**src/rtl/mem_stage_pkg.sv**
```systemverilog
// Shared types and constants for the ARM pipeline memory stage.
package mem_stage_pkg;

    // Byte address that maps onto SRAM word 0.
    localparam logic [31:0] DefaultBaseAddr = 32'd1024;

    // Data width of the external asynchronous SRAM.
    localparam int unsigned SramDw = 16;

    // Access sequencer states: two half-word phases then a one-cycle release.
    typedef enum logic [1:0] {
        StIdle,
        StLow,
        StHigh,
        StDone
    } state_e;

endpackage

```
**src/rtl/mem_stage_if.sv**
```systemverilog
// External 16-bit asynchronous SRAM bus driven by the memory stage.
interface mem_stage_if
    import mem_stage_pkg::*;
#(
    parameter int unsigned SRAM_AW = 18
);

    logic [SRAM_AW-1:0] sram_addr;
    logic [SramDw-1:0]  sram_dq_out;
    logic               sram_dq_oe;
    logic [SramDw-1:0]  sram_dq_in;
    logic               sram_we_n;
    logic               sram_oe_n;
    logic               sram_ce_n;

    // Controller side.
    modport master (
        output sram_addr,
        output sram_dq_out,
        output sram_dq_oe,
        output sram_we_n,
        output sram_oe_n,
        output sram_ce_n,
        input  sram_dq_in
    );

    // SRAM / pad side.
    modport slave (
        input  sram_addr,
        input  sram_dq_out,
        input  sram_dq_oe,
        input  sram_we_n,
        input  sram_oe_n,
        input  sram_ce_n,
        output sram_dq_in
    );

endinterface

```
**src/rtl/mem_stage_sram_ctrl.sv**
```systemverilog
// SRAM access sequencer: splits a 32-bit load/store into two half-word
// phases of WAIT_CYCLES each, drives the SRAM pins and assembles load data.
module mem_stage_sram_ctrl
    import mem_stage_pkg::*;
#(
    parameter int unsigned WAIT_CYCLES = 3,
    parameter int unsigned SRAM_AW     = 18
) (
    input  logic               clk,
    input  logic               rst,
    input  logic               rd_en,
    input  logic               wr_en,
    input  logic [SRAM_AW-2:0] widx,
    input  logic [31:0]        wdata,
    output logic               ready,
    output logic [31:0]        rd_data,
    mem_stage_if.master        sram
);

    localparam int unsigned    CntW    = (WAIT_CYCLES > 1) ? $clog2(WAIT_CYCLES) : 1;
    localparam logic [CntW-1:0] CntLast = CntW'(WAIT_CYCLES - 1);

    state_e             state_q, state_d;
    logic [CntW-1:0]    cnt_q, cnt_d;
    logic [SRAM_AW-2:0] widx_q, widx_d;
    logic [31:0]        wdata_q, wdata_d;
    logic               is_wr_q, is_wr_d;
    logic [31:0]        rd_data_q, rd_data_d;

    logic req;
    logic last;

    assign req     = rd_en | wr_en;
    assign last    = (cnt_q == CntLast);
    assign rd_data = rd_data_q;

    // Next-state, phase counter, request latch and load-data capture.
    always_comb begin
        state_d   = state_q;
        cnt_d     = cnt_q;
        widx_d    = widx_q;
        wdata_d   = wdata_q;
        is_wr_d   = is_wr_q;
        rd_data_d = rd_data_q;
        ready     = 1'b0;
        unique case (state_q)
            StIdle: begin
                ready = ~req;
                if (req) begin
                    state_d = StLow;
                    cnt_d   = '0;
                    widx_d  = widx;
                    wdata_d = wdata;
                    // A simultaneous load and store resolves to a load.
                    is_wr_d = wr_en & ~rd_en;
                end
            end
            StLow: begin
                if (last) begin
                    state_d = StHigh;
                    cnt_d   = '0;
                    if (!is_wr_q) rd_data_d[15:0] = sram.sram_dq_in;
                end else begin
                    cnt_d = cnt_q + 1'b1;
                end
            end
            StHigh: begin
                if (last) begin
                    state_d = StDone;
                    cnt_d   = '0;
                    if (!is_wr_q) rd_data_d[31:16] = sram.sram_dq_in;
                end else begin
                    cnt_d = cnt_q + 1'b1;
                end
            end
            StDone: begin
                // The pipeline advances on this edge, so never re-issue.
                ready   = 1'b1;
                state_d = StIdle;
            end
            default: state_d = StIdle;
        endcase
    end

    // Pin drive decoded from the current phase; everything idle outside LOW/HIGH.
    always_comb begin
        sram.sram_addr   = '0;
        sram.sram_dq_out = '0;
        sram.sram_dq_oe  = 1'b0;
        sram.sram_we_n   = 1'b1;
        sram.sram_oe_n   = 1'b1;
        sram.sram_ce_n   = 1'b1;
        if (state_q == StLow || state_q == StHigh) begin
            sram.sram_ce_n = 1'b0;
            sram.sram_addr = {widx_q, (state_q == StHigh)};
            if (is_wr_q) begin
                sram.sram_dq_oe  = 1'b1;
                sram.sram_dq_out = (state_q == StHigh) ? wdata_q[31:16] : wdata_q[15:0];
                // Release WE one cycle early for data hold, unless the phase is one cycle.
                sram.sram_we_n   = ~((WAIT_CYCLES == 1) || !last);
            end else begin
                sram.sram_oe_n = 1'b0;
            end
        end
    end

    // State registers; reset abandons any access in flight.
    always_ff @(posedge clk) begin
        if (rst) begin
            state_q   <= StIdle;
            cnt_q     <= '0;
            widx_q    <= '0;
            wdata_q   <= '0;
            is_wr_q   <= 1'b0;
            rd_data_q <= '0;
        end else begin
            state_q   <= state_d;
            cnt_q     <= cnt_d;
            widx_q    <= widx_d;
            wdata_q   <= wdata_d;
            is_wr_q   <= is_wr_d;
            rd_data_q <= rd_data_d;
        end
    end

endmodule

```
**src/rtl/mem_stage.sv**
```systemverilog
// Memory stage of the 5-stage ARM pipeline: maps the ALU address onto the
// 16-bit SRAM, stalls via ready during the access, passes other fields on.
// Optional macro MEM_STALL_CNT_EN adds a saturating stall_cycles counter.
module mem_stage
    import mem_stage_pkg::*;
#(
    parameter logic [31:0] BASE_ADDR   = DefaultBaseAddr,
    parameter int unsigned WAIT_CYCLES = 3,
    parameter int unsigned SRAM_AW     = 18
) (
    input  logic        clk,
    input  logic        rst,
    input  logic        WB_en_in,
    input  logic        MEM_R_EN_in,
    input  logic        MEM_W_EN_in,
    input  logic [31:0] ALU_result_in,
    input  logic [31:0] Val_Rm_in,
    input  logic [3:0]  Dest_in,
    output logic        WB_en,
    output logic        MEM_R_EN,
    output logic [31:0] ALU_result,
    output logic [31:0] Mem_read_value,
    output logic [3:0]  Dest,
    output logic        ready,
`ifdef MEM_STALL_CNT_EN
    output logic [31:0] stall_cycles,
`endif
    mem_stage_if.master sram
);

    logic [31:0]        off;
    logic [SRAM_AW-2:0] widx;
    logic               unused_off;

    assign WB_en      = WB_en_in;
    assign MEM_R_EN   = MEM_R_EN_in;
    assign ALU_result = ALU_result_in;
    assign Dest       = Dest_in;

    // Unaligned low bits and anything above the SRAM range are dropped.
    assign off        = ALU_result_in - BASE_ADDR;
    assign widx       = off[SRAM_AW:2];
    assign unused_off = ^{off[31:SRAM_AW+1], off[1:0]};

    mem_stage_sram_ctrl #(
        .WAIT_CYCLES (WAIT_CYCLES),
        .SRAM_AW     (SRAM_AW)
    ) u_sram_ctrl (
        .clk     (clk),
        .rst     (rst),
        .rd_en   (MEM_R_EN_in),
        .wr_en   (MEM_W_EN_in),
        .widx    (widx),
        .wdata   (Val_Rm_in),
        .ready   (ready),
        .rd_data (Mem_read_value),
        .sram    (sram)
    );

`ifdef MEM_STALL_CNT_EN
    logic [31:0] stall_cnt_q, stall_cnt_d;

    // Count frozen cycles, saturating at all-ones.
    always_comb begin
        stall_cnt_d = stall_cnt_q;
        if (!ready && stall_cnt_q != 32'hFFFF_FFFF) stall_cnt_d = stall_cnt_q + 32'd1;
    end

    // Stall counter register.
    always_ff @(posedge clk) begin
        if (rst) stall_cnt_q <= '0;
        else     stall_cnt_q <= stall_cnt_d;
    end

    assign stall_cycles = stall_cnt_q;
`endif

endmodule

```
**src/flat_wrapper.sv**
```systemverilog
// flat-port wrapper written by rule: the top's interface ports become plain ports
module mem_stage_flat import mem_stage_pkg::*;
#(
    parameter logic [31:0] BASE_ADDR   = DefaultBaseAddr,
    parameter int unsigned WAIT_CYCLES = 3,
    parameter int unsigned SRAM_AW     = 18
)
  (clk, rst, WB_en_in, MEM_R_EN_in, MEM_W_EN_in, ALU_result_in, Val_Rm_in, Dest_in, WB_en, MEM_R_EN, ALU_result, Mem_read_value, Dest, ready, sram_sram_addr, sram_sram_dq_out, sram_sram_dq_oe, sram_sram_we_n, sram_sram_oe_n, sram_sram_ce_n, sram_sram_dq_in);
  mem_stage_if #(.SRAM_AW(SRAM_AW)) sram_i ();
  input  logic clk;
  input  logic rst;
  input  logic WB_en_in;
  input  logic MEM_R_EN_in;
  input  logic MEM_W_EN_in;
  input  logic [31:0] ALU_result_in;
  input  logic [31:0] Val_Rm_in;
  input  logic [3:0] Dest_in;
  output logic WB_en;
  output logic MEM_R_EN;
  output logic [31:0] ALU_result;
  output logic [31:0] Mem_read_value;
  output logic [3:0] Dest;
  output logic ready;
  output wire logic [$bits(sram_i.sram_addr)-1:0] sram_sram_addr;
  output wire logic [$bits(sram_i.sram_dq_out)-1:0] sram_sram_dq_out;
  output wire logic [$bits(sram_i.sram_dq_oe)-1:0] sram_sram_dq_oe;
  output wire logic [$bits(sram_i.sram_we_n)-1:0] sram_sram_we_n;
  output wire logic [$bits(sram_i.sram_oe_n)-1:0] sram_sram_oe_n;
  output wire logic [$bits(sram_i.sram_ce_n)-1:0] sram_sram_ce_n;
  input wire logic [$bits(sram_i.sram_dq_in)-1:0] sram_sram_dq_in;
  assign sram_sram_addr = sram_i.sram_addr;
  assign sram_sram_dq_out = sram_i.sram_dq_out;
  assign sram_sram_dq_oe = sram_i.sram_dq_oe;
  assign sram_sram_we_n = sram_i.sram_we_n;
  assign sram_sram_oe_n = sram_i.sram_oe_n;
  assign sram_sram_ce_n = sram_i.sram_ce_n;
  assign sram_i.sram_dq_in = sram_sram_dq_in;
  mem_stage #(.BASE_ADDR(BASE_ADDR), .WAIT_CYCLES(WAIT_CYCLES), .SRAM_AW(SRAM_AW)) u_core (.clk(clk), .rst(rst), .WB_en_in(WB_en_in), .MEM_R_EN_in(MEM_R_EN_in), .MEM_W_EN_in(MEM_W_EN_in), .ALU_result_in(ALU_result_in), .Val_Rm_in(Val_Rm_in), .Dest_in(Dest_in), .WB_en(WB_en), .MEM_R_EN(MEM_R_EN), .ALU_result(ALU_result), .Mem_read_value(Mem_read_value), .Dest(Dest), .ready(ready), .sram(sram_i));
endmodule
```
**config.mk**
```make
export PLATFORM = sky130hd
export DESIGN_NAME = mem_stage_flat
export DESIGN_NICKNAME = d
export VERILOG_FILES = /design/src/rtl/mem_stage_pkg.sv /design/src/rtl/mem_stage_if.sv /design/src/rtl/mem_stage_sram_ctrl.sv /design/src/rtl/mem_stage.sv /design/src/flat_wrapper.sv
export SDC_FILE = /design/constraint.sdc
export NUM_CORES = 1
export LEC_CHECK = 0
export ABC_AREA = 1
export CAP_MARGIN = 20
export CELL_PAD_IN_SITES_DETAIL_PLACEMENT = 1
export CELL_PAD_IN_SITES_GLOBAL_PLACEMENT = 2
export CORE_MARGIN = 1
export CORE_UTILIZATION = 20
export CTS_CLUSTER_SIZE = 24
export DETAILED_ROUTE_END_ITERATION = 12
export GPL_TIMING_DRIVEN = 1
export PLACE_DENSITY_LB_ADDON = 0.15
export SKIP_LAST_GASP = 1
export SLEW_MARGIN = 20
export SYNTH_ARGS = -nofsm -noshare
export SYNTH_HDL_FRONTEND = slang
export SYNTH_SLANG_ARGS = --single-unit
```
**constraint.sdc**
```tcl
create_clock -name clk -period 1.99 [get_ports clk]
set_input_delay 0.199 -clock clk [delete_from_list [all_inputs] [get_ports clk]]
set_output_delay 0.199 -clock clk [all_outputs]
set_load 0.02 [all_outputs]
```
==> qor.csv <==
metric,value,unit
routabilityCongestion,0.7522,
clkTransAtPathRegs,0.06,ns
drc,0,
dp_slack,-0.09510,ns
fin_nets,778,
dp_hpwl,9577,um
core,0.01896,sq mm
worst_path_most_repeated_cell,buf_4,
cts_sinks,86,
antenna_found_initial,0,
setup_viol,0,
fin_worst_skew,0.007677,ns
pin_count,198,
drt_first_pass_iters,5,
synth_area,0.003928,sq mm
holdBufCountCts,0,
max_cap_viol_count,0,
wire_per_inst,13.85,um
mostFrequentLayoutCell,clkdlybuf4s50_1,
slew_viol_final,0,
crit_type,flip-flop to primary output,
finalNonFillerCells,946,
end_kind,primary output,
worst-r2r-cell-count,9,
final_cell_mix,"clkdlybuf4s50_1 (118), nand2_1 (91), dfxtp_1 (84)",
die_h,142.1,um
vias,3857,
drt_wl_total,13100,um
grt_overflow,0,
rsz0062_at_grt,true,
max_stage_delay,0.34,ns
clock_latency,0.34,ns
htreeDepth,3,
initial_core_util,0.2072,
diodes,0,
grt_pass1_wl,20910,um
critPathArrivalTime,1.77,ns
max_freq,0.5068,GHz
grt_use_total,0.1330,
yosysWarnings,0,
tightest_slew,0.3904,ns
final_util,0.3143,
finalHoldViolCount,0,
dieArea,0.02020,sq mm
r2r_slack,0.33,ns
hold-path-cell-count,0,
synth.distinct_cells,21,
worst_slack,0.01699,ns
syn_area_per_cell,7.089,sq um
rows,50,
dp_cells,926,
io_buffers,157,
root_buffer,clkbuf_16,
cp_max_fo,13,
period_minus_slack,1.973,ns
ys_seq_area_frac,0.4384,
drive_gt1_frac,0.1385,
startpoint_type,flip-flop,
rr_endpoint,u_core.u_sram_ctrl.cnt_q[1],
slowest_stage,clkdlybuf4s15_1,
cts_tree,yes,
tns,0,ns
ir_drop,500.2,uV
numCtsBuffers,9,
ant_nets,0,
p_per_area,1142,mW/mm^2
grt_max_degree,58,
area.growth.synth_to_final,51.70,%
hold_end,ALU_result[20],
synth_nets,649,
timing.rr.start,u_core.u_sram_ctrl.state_q[1],
hp-class,input port to primary output,
leakage,2.594,nW
die_w,142.1,um
status,completed,
clk_path_buf_depth,2,
drt_iter0_markers,87,
crit_required,1.79,ns
timing.final.crit_share,0.9915,
ys_ff_latch,86,
slew_headroom,0.7394,
netlist_instances,554,
grt_pass1_vias,4050,
hp-start,ALU_result_in[20],
avgViaCountPerCell,4.077,
crit_path_cell_trace,inv_2 -> buf_4 -> ha_1 -> buf_4 -> o21ai_0 -> a21oi_1 -> clkdlybuf4s15_1,
p_total,6.804,mW
==> power by group <==
group | switching (mW) | internal (mW)
Clock | 0.695 | 0.991
Combinational | 1.68 | 1.17
Sequential | 0.179 | 2.09
==> critical path, delay by kind of cell (launching register included) <==
kind            cells  cell delay (ns)
compound gates      2             0.21
fa+ha+maj           1             0.18
buf+inv             4             0.72
flops               1             0.32
==> worst max-delay path by stage <==
stage                             startpoint                   end  slack [ns]
2_1_floorplan  u_core.u_sram_ctrl.state_q[0]  sram_sram_dq_out[10]        0.17
3_3_place_gp   u_core.u_sram_ctrl.state_q[0]  sram_sram_dq_out[15]       -0.07
3_5_place_dp   u_core.u_sram_ctrl.state_q[1]  sram_sram_dq_out[15]        -0.1
4_1_cts        u_core.u_sram_ctrl.state_q[1]    sram_sram_addr[16]       -0.22
5_1_grt        u_core.u_sram_ctrl.state_q[0]  sram_sram_dq_out[15]       -0.13
6_report       u_core.u_sram_ctrl.state_q[0]  sram_sram_dq_out[15]        0.02
==> per-stage QoR <==
step / instance area, sq um / hold WS [ns]
2_1_floorplan: 3928 / 0.2890
3_3_place_gp: 5614 / 0.3981
3_5_place_dp: 5614 / 0.3981
4_1_cts: 5806 / 0.3981
5_1_grt: 5958 / 0.3980
6_report: 5958 / 0.3980
==> area by class of cell <==
| class | count | area (sq um) |
|---|---|---|
| clock inverter | 4 | 48.80 |
| clock buffer | 10 | 239.0 |
| timing repair buffer | 185 | 1799 |
| multi-input combinational | 339 | 1589 |
| fill | 2304 | 13000 |
| inverter | 62 | 232.7 |
| sequential | 86 | 1724 |
| tap | 260 | 325.3 |
==> cells in the mapped netlist <==
library cell	instances	area, sq um
nand2_1	92	345.3
dfxtp_1	86	1722
nor2_1	82	307.8
o21ai_0	71	355.3
a21oi_1	61	305.3
inv_1	56	210.2
buf_4	43	322.8
clkbuf_1	13	48.80
o21ai_1	12	60.06
buf_2	9	45.04
ha_1	6	75.07
inv_2	6	22.52
nand3_1	6	30.03
a31oi_1	3	18.77
nand2_2	2	12.51
buf_1	1	3.750
clkbuf_2	1	5.000
nand3_2	1	10.01
nor3_1	1	5.000
nor3_4	1	16.27
or2_2	1	6.260
==> registers in the layout, summed over array words and instances (netlist names) <==
name / count
u_core.u_sram_ctrl.is_wr_q: 1
u_core.u_sram_ctrl.widx_q: 17
u_core.u_sram_ctrl.state_q: 2
u_core.u_sram_ctrl.cnt_q: 2
u_core.u_sram_ctrl.wdata_q: 32
u_core.u_sram_ctrl.rd_data: 32
==> logic make-up (layout without fill, tap and decap cells) <==
family                     count (synthesis)  after routing  share of synthesized area
AOI/OAI and AO/OA                        147            147                     0.1883
and+or+nand+nor                          186            186                     0.1867
buffers and inverters                    129            261                     0.1676
DFF                                       86             86                     0.4384
adders and majority gates                  6              6                    0.01911
==> repair_timing <==
action	CTS	global route
pin swaps	0	1
gates cloned	0	2
setup endpoints to repair	39	37
setup buffers	0	4
gates resized for setup	86	67
==> routing by layer <==
metal	up-vias	global-route usage	share of wire	wire length, um
li1	1970	-	-	-
met1	1760	0.1607	0.46	6063
met2	112	0.2227	0.46	5988
met3	15	0.04105	0.067	877
met4	0	0.04471	0.013	170
met5	-	0	0	0
No activity file was read; power rests on OpenSTA's default activity.
